**config.mk**
```make
export PLATFORM = sky130hd
export DESIGN_NAME = counter_timer_ctrl
export DESIGN_NICKNAME = d
export VERILOG_FILES = /design/src/rtl/counter_timer_ctrl.sv
export SDC_FILE = /design/constraint.sdc
export NUM_CORES = 1
export LEC_CHECK = 0
export CAP_MARGIN = 10
export CORE_MARGIN = 10
export CORE_UTILIZATION = 25
export DETAILED_ROUTE_END_ITERATION = 10
export PLACE_DENSITY = 0.52
export SYNTH_ARGS = -nofsm -noshare
export SYNTH_HDL_FRONTEND = slang
export SYNTH_SLANG_ARGS = --single-unit
```
**constraint.sdc**
```tcl
create_clock -name clk_i -period 2.9 [get_ports clk_i]
set_clock_uncertainty 0.2 [all_clocks]
set_input_delay 0.87 -clock clk_i [delete_from_list [all_inputs] [get_ports clk_i]]
set_output_delay 0.87 -clock clk_i [all_outputs]
set_load 0.05 [all_outputs]
```
**src/rtl/counter_timer_ctrl.sv**
```systemverilog
// Prescaled run/pause/abort controller that drives a plain up-counter as a timer.
// Optional sticky interrupt output: define COUNTER_TIMER_CTRL_STICKY_IRQ_EN.
module counter_timer_ctrl #(
    parameter int WORD_WIDTH     = 8,
    parameter int PRESCALE_WIDTH = 8
) (
    input  logic                      clk_i,
    input  logic                      arst_ni,
    input  logic                      start_i,
    input  logic                      stop_i,
    input  logic                      oneshot_i,
    input  logic [PRESCALE_WIDTH-1:0] prescale_i,
    input  logic [WORD_WIDTH-1:0]     reload_i,
    input  logic                      will_overflow_i,
`ifdef COUNTER_TIMER_CTRL_STICKY_IRQ_EN
    input  logic                      irq_clr_i,
    output logic                      irq_o,
`endif
    output logic                      count_o,
    output logic                      load_o,
    output logic [WORD_WIDTH-1:0]     load_data_o,
    output logic                      busy_o,
    output logic                      expire_o
);

    typedef enum logic [1:0] {
        IDLE,
        LOAD,
        RUN,
        PAUSE
    } state_t;

    state_t                    state_q, state_d;
    logic [PRESCALE_WIDTH-1:0] presc_q, presc_d;
    logic [PRESCALE_WIDTH-1:0] p_q;
    logic [WORD_WIDTH-1:0]     r_q;
    logic                      oneshot_q;
    logic                      expire_q, expire_d;
    logic                      latch;
    logic                      tick;

    // A stop request suppresses any tick that would have fallen in the same cycle.
    assign tick = (state_q == RUN) && (presc_q == p_q) && !stop_i;

    always_comb begin
        state_d  = state_q;
        presc_d  = presc_q;
        count_o  = 1'b0;
        load_o   = 1'b0;
        expire_d = 1'b0;
        latch    = 1'b0;
        unique case (state_q)
            IDLE: begin
                if (start_i && !stop_i) begin
                    latch   = 1'b1;
                    presc_d = '0;
                    state_d = LOAD;
                end
            end
            LOAD: begin
                load_o  = 1'b1;
                presc_d = '0;
                state_d = RUN;
            end
            RUN: begin
                if (stop_i) begin
                    state_d = PAUSE;
                end else begin
                    presc_d = (presc_q == p_q) ? '0
                                               : presc_q + PRESCALE_WIDTH'(1);
                    if (tick) begin
                        if (!will_overflow_i) begin
                            count_o = 1'b1;
                        end else begin
                            expire_d = 1'b1;
                            // One-shot lets the counter wrap to zero and stops.
                            if (oneshot_q) begin
                                count_o = 1'b1;
                                state_d = IDLE;
                            end else begin
                                load_o = 1'b1;
                            end
                        end
                    end
                end
            end
            PAUSE: begin
                if (stop_i) begin
                    state_d = IDLE;
                end else if (start_i) begin
                    state_d = RUN;
                end
            end
            default: state_d = IDLE;
        endcase
    end

    always_ff @(posedge clk_i or negedge arst_ni) begin
        if (!arst_ni) begin
            state_q   <= IDLE;
            presc_q   <= '0;
            p_q       <= '0;
            r_q       <= '0;
            oneshot_q <= 1'b0;
            expire_q  <= 1'b0;
        end else begin
            state_q  <= state_d;
            presc_q  <= presc_d;
            expire_q <= expire_d;
            if (latch) begin
                p_q       <= prescale_i;
                r_q       <= reload_i;
                oneshot_q <= oneshot_i;
            end
        end
    end

`ifdef COUNTER_TIMER_CTRL_STICKY_IRQ_EN
    logic irq_q;

    // Set takes priority so a clear racing a fresh expiry cannot lose it.
    always_ff @(posedge clk_i or negedge arst_ni) begin
        if (!arst_ni) begin
            irq_q <= 1'b0;
        end else if (expire_d) begin
            irq_q <= 1'b1;
        end else if (irq_clr_i) begin
            irq_q <= 1'b0;
        end
    end

    assign irq_o = irq_q;
`endif

    assign busy_o      = (state_q != IDLE);
    assign expire_o    = expire_q;
    assign load_data_o = r_q;

endmodule
```
# [After elaboration in Yosys (flattened, before gate mapping)]
# Index checks and enable logic that the tools add are counted.
# W data, S select, Z words.
[totals] rom_bits=0 memories=0 latchBits=0 out_inout_bits=12 register_bits=28 elab_cells=54 inputBits=22 ram_bits=0
[op_classes] bitwise=0 n_lt_le_gt_ge=0 div=0 reduce_logical=9 n_mux=28 multipliers=0 shift=0 n_eq_ne=10 n_addsub=1
[op_table] operator="$mux W8" count=3
[op_table] operator="$pmux W8 S3" count=1
[op_table] operator="$mux W1" count=15
[op_table] operator="$mux W2" count=7
[op_table] operator="$ne A3 B3 Y1 const B" count=4
[op_table] operator="$add A8 B1 Y8 const B" count=1
[op_table] operator="$eq A8 B8 Y1" count=1
[op_table] operator="$pmux W2 S4" count=1
[op_table] operator="$reduce_and A5 Y1" count=1
[op_table] operator="$eq A2 B2 Y1 const B" count=2
[op_table] operator="$ne A2 B2 Y1 const B" count=2
[op_table] operator="$logic_and A1 B1 Y1" count=3
[op_table] operator="$reduce_and A3 Y1" count=1
[op_table] operator="$reduce_bool A3 Y1" count=1
[op_table] operator="$eq A2 B1 Y1 const B" count=1
[op_table] operator="$logic_not A2 Y1" count=1
[op_table] operator="$pmux W1 S2" count=1
[op_table] operator="$reduce_bool A2 Y1" count=1
[op_table] operator="$logic_not A1 Y1" count=1

# [Depth between registers and ports, before layout]
# Gate-level depths: netlist of run 1.
[depth] word_depth=6 depth_mapped=7 ltp_nobuf=7

# [Worst setup path after synthesis of run 1]
# Ideal clock, no wire load.
[synth_path] path_type="flip-flop to output port" start="register presc_q[2]" end="output port load_o" t_arrival_ps=1998 path_slack_ps=-168 path_stages_with_launch=7 path_buffers=1 required_ps=1830 path_cell_list="dfrtp_1 buf_2 xnor2_1 nand4_1 or2_2 nand2b_1 o21ai_1"
[synth_via] elab_chain_len=6
[synth_rtl] item="from (decl)" line="34" rtl="logic [PRESCALE_WIDTH-1:0] presc_q, presc_d;"
[synth_rtl] item="from (signal assigned)" line="108" rtl="presc_q <= presc_d;"
[synth_rtl] item="$eq A8 B8 Y1" line="43" rtl="assign tick = (state_q == RUN) && (presc_q == p_q) && !stop_i;"
[synth_rtl] item="$logic_and A1 B1 Y1 (2 in a row)" line="43"
[synth_rtl] item="$mux W1" line="71" rtl="if (tick) begin"
[synth_rtl] item="$mux W1" line="66" rtl="if (stop_i) begin"
[synth_rtl] item="$pmux W1 S2" line="52" rtl="unique case (state_q)"
[synth_rtl] item="to (decl)" line="20" rtl="output logic load_o,"
# No other way between the ends.

# [Worst setup path after layout of run 1]
[layout_path] start="register p_q[6]" end="output port load_o"
[layout_via] elab_chain_len=6
[layout_rtl] item="from (decl)" line="35" rtl="logic [PRESCALE_WIDTH-1:0] p_q;"
[layout_rtl] item="from (signal assigned)" line="111" rtl="p_q <= prescale_i;"
[layout_rtl] item="$eq A8 B8 Y1" line="43"
[layout_rtl] item="$logic_and A1 B1 Y1 (2 in a row)" line="43"
[layout_rtl] item="$mux W1" line="71"
[layout_rtl] item="$mux W1" line="66"
[layout_rtl] item="$pmux W1 S2" line="52"
# No other way between the ends.

==> flow_metrics.tcl, run 1 <==
set metrics [dict create \
    grt_max_degree 29 \
    htreeDepth 1 \
    cts_max_path_buffers 2 \
    grt_pass1_vias 1153 \
    vias_per_cell 4.38 \
    coreArea_um2 5850 \
    syn_inst 124 \
    drt-pass1-iter-count 4 \
    critPathLaunchType "register" \
    synth_nets 151 \
    vias 1126 \
    die_area_um2 9450 \
    place.gp.congestion 0.751 \
    hpwlAfterDp_um 2530 \
    nets 210 \
    power.density_nw_per_um2 984 \
    critPathRequiredTime_ns 1.83 \
    gr-total-overflow 0 \
    num_antenna_cells 0 \
    fin_crit_ns 2.82 \
    place_ws_ns -0.120 \
    grt_pass1_wl_um 5810 \
    seq_area_um2 702 \
    postLayoutSetupSlackWorst_ns 0.0753 \
    crit_path_max_incr_delay_ns 0.40 \
    multi_input_area_um2 767 \
    syn-cell-area_um2 1490 \
    setup_tns_ns 0 \
    p_leak_uw 0.000952 \
    rsz0062_at_grt "yes" \
    start_util_pct 25.5 \
    yosysSeqAreaShare_pct 47.0 \
    die_w_um 97.2 \
    drtIter0Drc 31 \
    layout-drive-gt1-share_pct 35.7 \
    synth.avg_cell_area_um2 12.0 \
    wl_per_cell_um 13.8 \
    cts-root-buf "clkbuf_8" \
    crit_slowest_cell "dfrtp_1" \
    row_count 28 \
    holdCritStartpoint "load_data_o[5]" \
    synth_cell_type_count 33 \
    dieHeight_um 97.2 \
    slew_headroom_pct 65.6 \
    fin_util_pct 37.6 \
    worstSkewPairLatency_ns 0.28 \
    hp-class "reg2reg" \
    setup_viol 0 \
    nFillCells 551 \
    portBuffers 33 \
    mostFrequentLayoutCell "clkdlybuf4s50_1" \
    finalHoldViolCount 0 \
    cts_tree "yes" \
    clock-sinks 28 \
    outcome "finished, final reports clean" \
    setup.worst_path.class "reg2out" \
    max_freq_mhz 354 \
    end_kind "output pin" \
    io_pins 34 \
    cp_data_arrival_time_ns 1.75 \
    vdd_drop_max_uv 366 \
    hold_ws_ns 0.322 \
    maxCapViolations 0 \
    final_max_slew_viol_count 0 \
    ys_ff_latch 28 \
    grt_antenna_before_repair 0 \
    ant_nets 0 \
    period_share_pct 97.4 \
    cts_inserted_buffers 3 \
    grt_use_total_pct 7.36 \
    cp_cell_sequence "xnor2_1 -> nand4_1 -> or2_4 -> nand2b_4 -> o21ai_4 -> buf_12" \
    ctsHoldBuffers 0 \
    worstPathMaxFanout 3 \
    path_clk_slew_ns 0.09 \
    critPathLaunch "p_q[6]" \
    drt_wl_total_um 3560 \
    drc 0 \
    worst_slew_pin_slew_ns 0.515 \
    synthToLayoutAreaGrowth_pct 47.5 \
    synth_warnings 0 \
    r2r_start "p_q[6]" \
    final_cell_mix "clkdlybuf4s50_1, dfrtp_1, buf_4" \
]
flip-flops by register name (all words and copies together), names as in the netlist:
register and cells:
load_data_o 8, p_q 8, presc_q 8, state_q 2
expire_o 1, oneshot_q 1
worst max-delay path, delay by kind of cell, from the launching register on:
family / cells / cell delay, ns
compound gates: 1 / 0.14
xor+xnor: 1 / 0.18
buf+inv: 1 / 0.15
flops: 1 / 0.40
simple gates: 3 / 0.61
path summary, 6_finish.rpt:
check	to	slack (ns)	cells after the start
max	load_o	0.08	6
min	load_data_o[5]	0.32	1
max reg2reg	state_q[0]	0.10	14
min reg2reg	load_data_o[5]	0.32	1
max in group asynchronous	presc_q[0]	1.43	2
min in group asynchronous	state_q[0]	0.76	2
report_power, final:
part | switching, µW | internal (µW) | total [µW] | leakage, µW
registers | 108 | 541 | 648 | 0.000350
logic | 626 | 577 | 1200 | 0.000567
clock network | 126 | 185 | 311 | 0.0000357
total | 860 | 1300 | 2160 | 0.000952
synthesized netlist by cell type, drive strengths merged:
| cell type | n | area (µm²) |
|---|---|---|
| a211oi | 1 | 7.51 |
| a21oi | 1 | 16.3 |
| a31oi | 2 | 12.5 |
| buf | 3 | 36.3 |
| clkbuf | 1 | 3.75 |
| dfrtp | 28 | 701 |
| ha | 5 | 62.6 |
| inv | 5 | 18.8 |
| mux2 | 18 | 236 |
| nand2 | 5 | 18.8 |
| nand2b | 1 | 6.26 |
| nand3 | 4 | 20.0 |
| nand4 | 5 | 31.3 |
| nor2 | 12 | 45.0 |
| nor2b | 3 | 18.8 |
| nor3 | 2 | 10.0 |
| nor3b | 1 | 7.51 |
| nor4 | 1 | 12.5 |
| nor4b | 2 | 30.0 |
| o21ai | 1 | 5.00 |
| o221ai | 1 | 8.76 |
| o22a | 1 | 8.76 |
| o22ai | 1 | 6.26 |
| o31a | 1 | 8.76 |
| o31ai | 1 | 7.51 |
| or2 | 2 | 12.5 |
| or3 | 1 | 6.26 |
| xnor2 | 14 | 123 |
| xor2 | 1 | 8.76 |
through the flow:
step                      cells  power (µW)  instance area, µm²
after floorplan             124        1400                1500
after global placement      236        1710                1970
after detailed placement    236        1740                1970
after CTS                   255        2150                2170
after global routing        257        2290                2200
final                       257        2160                2200
layout make-up:
type	count	area share [%]
clock buffers	3	1.88
clock inverters	1	1.37
inverters	5	0.854
multi-input cells	87	34.9
flip-flops and latches	28	31.9
well taps	75	4.27
repair buffers	58	24.8
logic make-up (layout without fill, tap and decap cells):
| logic type | count (synthesis) | in the layout | synth area share, % |
|---|---|---|---|
| simple gates | 39 | 39 | 14.7 |
| flops | 28 | 28 | 47.0 |
| buf+inv | 9 | 67 | 3.95 |
| compound gates | 10 | 10 | 5.46 |
| xor+xnor | 15 | 15 | 8.82 |
| fa+ha+maj | 5 | 5 | 4.20 |
| mux | 18 | 18 | 15.9 |
metal layers:
| layer | routed length, µm | track usage (%) | part of all wire [%] | vias up |
|---|---|---|---|---|
| met4 | 34 | 2.38 | 0.96 | 0 |
| met1 | 1640 | 9.29 | 46 | 560 |
| met2 | 1770 | 11.9 | 50 | 19 |
| li1 | - | - | - | 545 |
| met5 | 0 | 0 | 0 | - |
| met3 | 116 | 1.85 | 3.3 | 2 |
what timing repair did:
item                                    CTS  global route
hold endpoints to repair                  0             0
buffers inserted                         15             2
resized for setup                         7             3
endpoints found under the setup margin    2             4
pin swaps                                 4             5
Power figures use the tool's default switching activity.
==> run 2, diff against run 1 <==
--- a/config.mk
+++ b/config.mk
@@ -9,6 +9,7 @@
 export CORE_MARGIN = 10
 export CORE_UTILIZATION = 25
 export DETAILED_ROUTE_END_ITERATION = 10
+export GPL_ROUTABILITY_DRIVEN = 0
 export PLACE_DENSITY = 0.52
 export SYNTH_ARGS = -nofsm -noshare
 export SYNTH_HDL_FRONTEND = slang
==> results of run 2 <==
Same layout as run 1: the final DEF is identical, and so are final timing and power.
==> run 3, diff against run 2 <==
--- a/config.mk
+++ b/config.mk
@@ -10,7 +10,8 @@
 export CORE_UTILIZATION = 25
 export DETAILED_ROUTE_END_ITERATION = 10
 export GPL_ROUTABILITY_DRIVEN = 0
-export PLACE_DENSITY = 0.52
+export PLACE_DENSITY = 0.53
+export SKIP_LAST_GASP = 1
 export SYNTH_ARGS = -nofsm -noshare
 export SYNTH_HDL_FRONTEND = slang
 export SYNTH_SLANG_ARGS = --single-unit
==> constraint.sdc (replaced) <==
create_clock -name clk_i -period 2.3 [get_ports clk_i]
set_clock_uncertainty 0.2 [all_clocks]
set_input_delay 0.69 -clock clk_i [delete_from_list [all_inputs] [get_ports clk_i]]
set_output_delay 0.69 -clock clk_i [all_outputs]
set_load 0.05 [all_outputs]
==> flow_metrics.tcl, run 3 (same netlist as run 1, synthesis figures left out) <==
set metrics [dict create \
    outcome "complete, but fails checks" \
    violations "setup timing" \
    grt_use_total_pct 7.50 \
    drtIter0Drc 39 \
    worstPathMaxFanout 2 \
    route.met3.wl_um 163 \
    fin_crit_ns 2.66 \
    rsz0062_at_grt "yes" \
    slew_headroom_pct 74.6 \
    dieHeight_um 97.2 \
    critPathRequiredTime_ns 1.41 \
    clkPwrFrac_pct 11.5 \
    postLayoutSetupSlackWorst_ns -0.357 \
    wl_met1_um 1540 \
    p_sw_share_pct 40.8 \
    io_pins 34 \
    cts-root-buf "clkbuf_8" \
    place_ws_ns -0.366 \
    p_int_uw 1590 \
    htreeDepth 1 \
    final_cell_mix "buf_4, dfrtp_1, clkdlybuf4s50_1" \
    crit_path_max_incr_delay_ns 0.47 \
    seqPwrFrac_pct 30.5 \
    crit_slowest_cell "clkdlybuf4s50_1" \
    hpwlAfterDp_um 2800 \
    final_max_slew_viol_count 0 \
    hp-class "reg2reg" \
    num_antenna_cells 0 \
    maxCapViolations 0 \
    nFillCells 565 \
    worstSkewPairLatency_ns 0.28 \
    grt_antenna_before_repair 0 \
    row_count 28 \
    grt_pass1_wl_um 5970 \
    drt_wl_total_um 3650 \
    critPathLaunchType "primary input" \
    crit_family "buffers and inverters" \
    p_leak_uw 0.000975 \
    ant_nets 0 \
    layout-drive-gt1-share_pct 40.2 \
    power.density_nw_per_um2 1220 \
    wl_per_cell_um 14.1 \
    finalHoldViolCount 0 \
    cp_data_arrival_time_ns 1.77 \
    combPwrFrac_pct 58.0 \
    mostFrequentLayoutCell "buf_4" \
    period_share_pct 116 \
    cts_max_path_buffers 2 \
    cp_cell_sequence "clkdlybuf4s50_1 -> inv_1 -> nor2_1 -> nand2_1 -> o21ai_4 -> buf_12" \
    coreArea_um2 5850 \
    drt-pass1-iter-count 4 \
    clock-sinks 28 \
    start_util_pct 25.5 \
    die_w_um 97.2 \
    setup_viol 2 \
    cts_tree "yes" \
    crit_buf_inv 3 \
    max_freq_mhz 376 \
    top_layer "met4" \
    grt_max_degree 29 \
    drc 0 \
    cts_inserted_buffers 3 \
    setup_tns_ns -0.677 \
    grt_pass1_vias 1215 \
    vias 1146 \
    path_clk_slew_ns 0.09 \
    setup.worst_path.class "in2out" \
    wl_met2_um 1850 \
    synthToLayoutAreaGrowth_pct 47.2 \
    die_area_um2 9450 \
    p_switching_uw 1090 \
    portBuffers 33 \
    end_kind "output pin" \
    nets 212 \
    ctsHoldBuffers 0 \
    gr-total-overflow 0 \
    worst_slew_pin_slew_ns 0.381 \
    vias_per_cell 4.42 \
    vdd_drop_max_uv 488 \
]
run 3: repair_timing:
action,in CTS,in global routing
resized for setup,0,1
pin swaps,1,5
setup endpoints to repair,2,3
endpoints found under the hold margin,0,0
setup buffers,1,5
run 3: per-layer routing:
| layer | track usage [%] | vias up |
|---|---|---|
| met5 | 0 | - |
| met4 | 3.86 | 0 |
| met3 | 1.64 | 7 |
| met2 | 12.8 | 29 |
| met1 | 8.57 | 563 |
| li1 | - | 547 |
run 3: worst paths after layout:
| check | from | to | slack [ns] | depth (start not counted) |
|---|---|---|---|---|
| setup / recovery | will_overflow_i | load_o | -0.36 | 6 |
| setup reg to reg | state_q[0] | presc_q[5] | 0.21 | 8 |
| max in group asynchronous | arst_ni | state_q[1] | 1.06 | 2 |
| hold reg to reg | load_data_o[3] | load_data_o[3] | 0.32 | 1 |
| min in group asynchronous | arst_ni | p_q[6] | 0.58 | 2 |
| hold / removal | load_data_o[3] | load_data_o[3] | 0.32 | 1 |
run 3: layout make-up:
cell class | count | area [µm²] | share of cell area [%]
timing repair buffer | 60 | 553 | 25.2
inverter | 5 | 18.8 | 0.856
sequential | 28 | 701 | 31.9
tap | 75 | 93.8 | 4.28
clock buffer | 4 | 55.1 | 2.51
multi-input combinational | 87 | 772 | 35.2
run 3: power by group through the flow:
stage	Sequential, µW	Combinational [µW]	Clock, µW
6_report	819	1560	309
3_3_place_gp	819	1480	0
4_1_cts	824	1520	314
3_5_place_dp	830	1500	0
5_1_grt	848	1660	341
2_1_floorplan	1060	744	0
run 3: through the flow:
step                power (µW)  util [%]  hold WS, ns  instance area (µm²)  cells
CTS                       2660      36.8        0.325                 2150    254
detailed placement        2330      35.7        0.297                 2090    249
finish                    2680      37.5        0.322                 2190    259
global placement          2300      35.7        0.293                 2090    249
floorplan                 1800         -        0.194                 1540    124
global route              2850      37.5        0.351                 2190    259
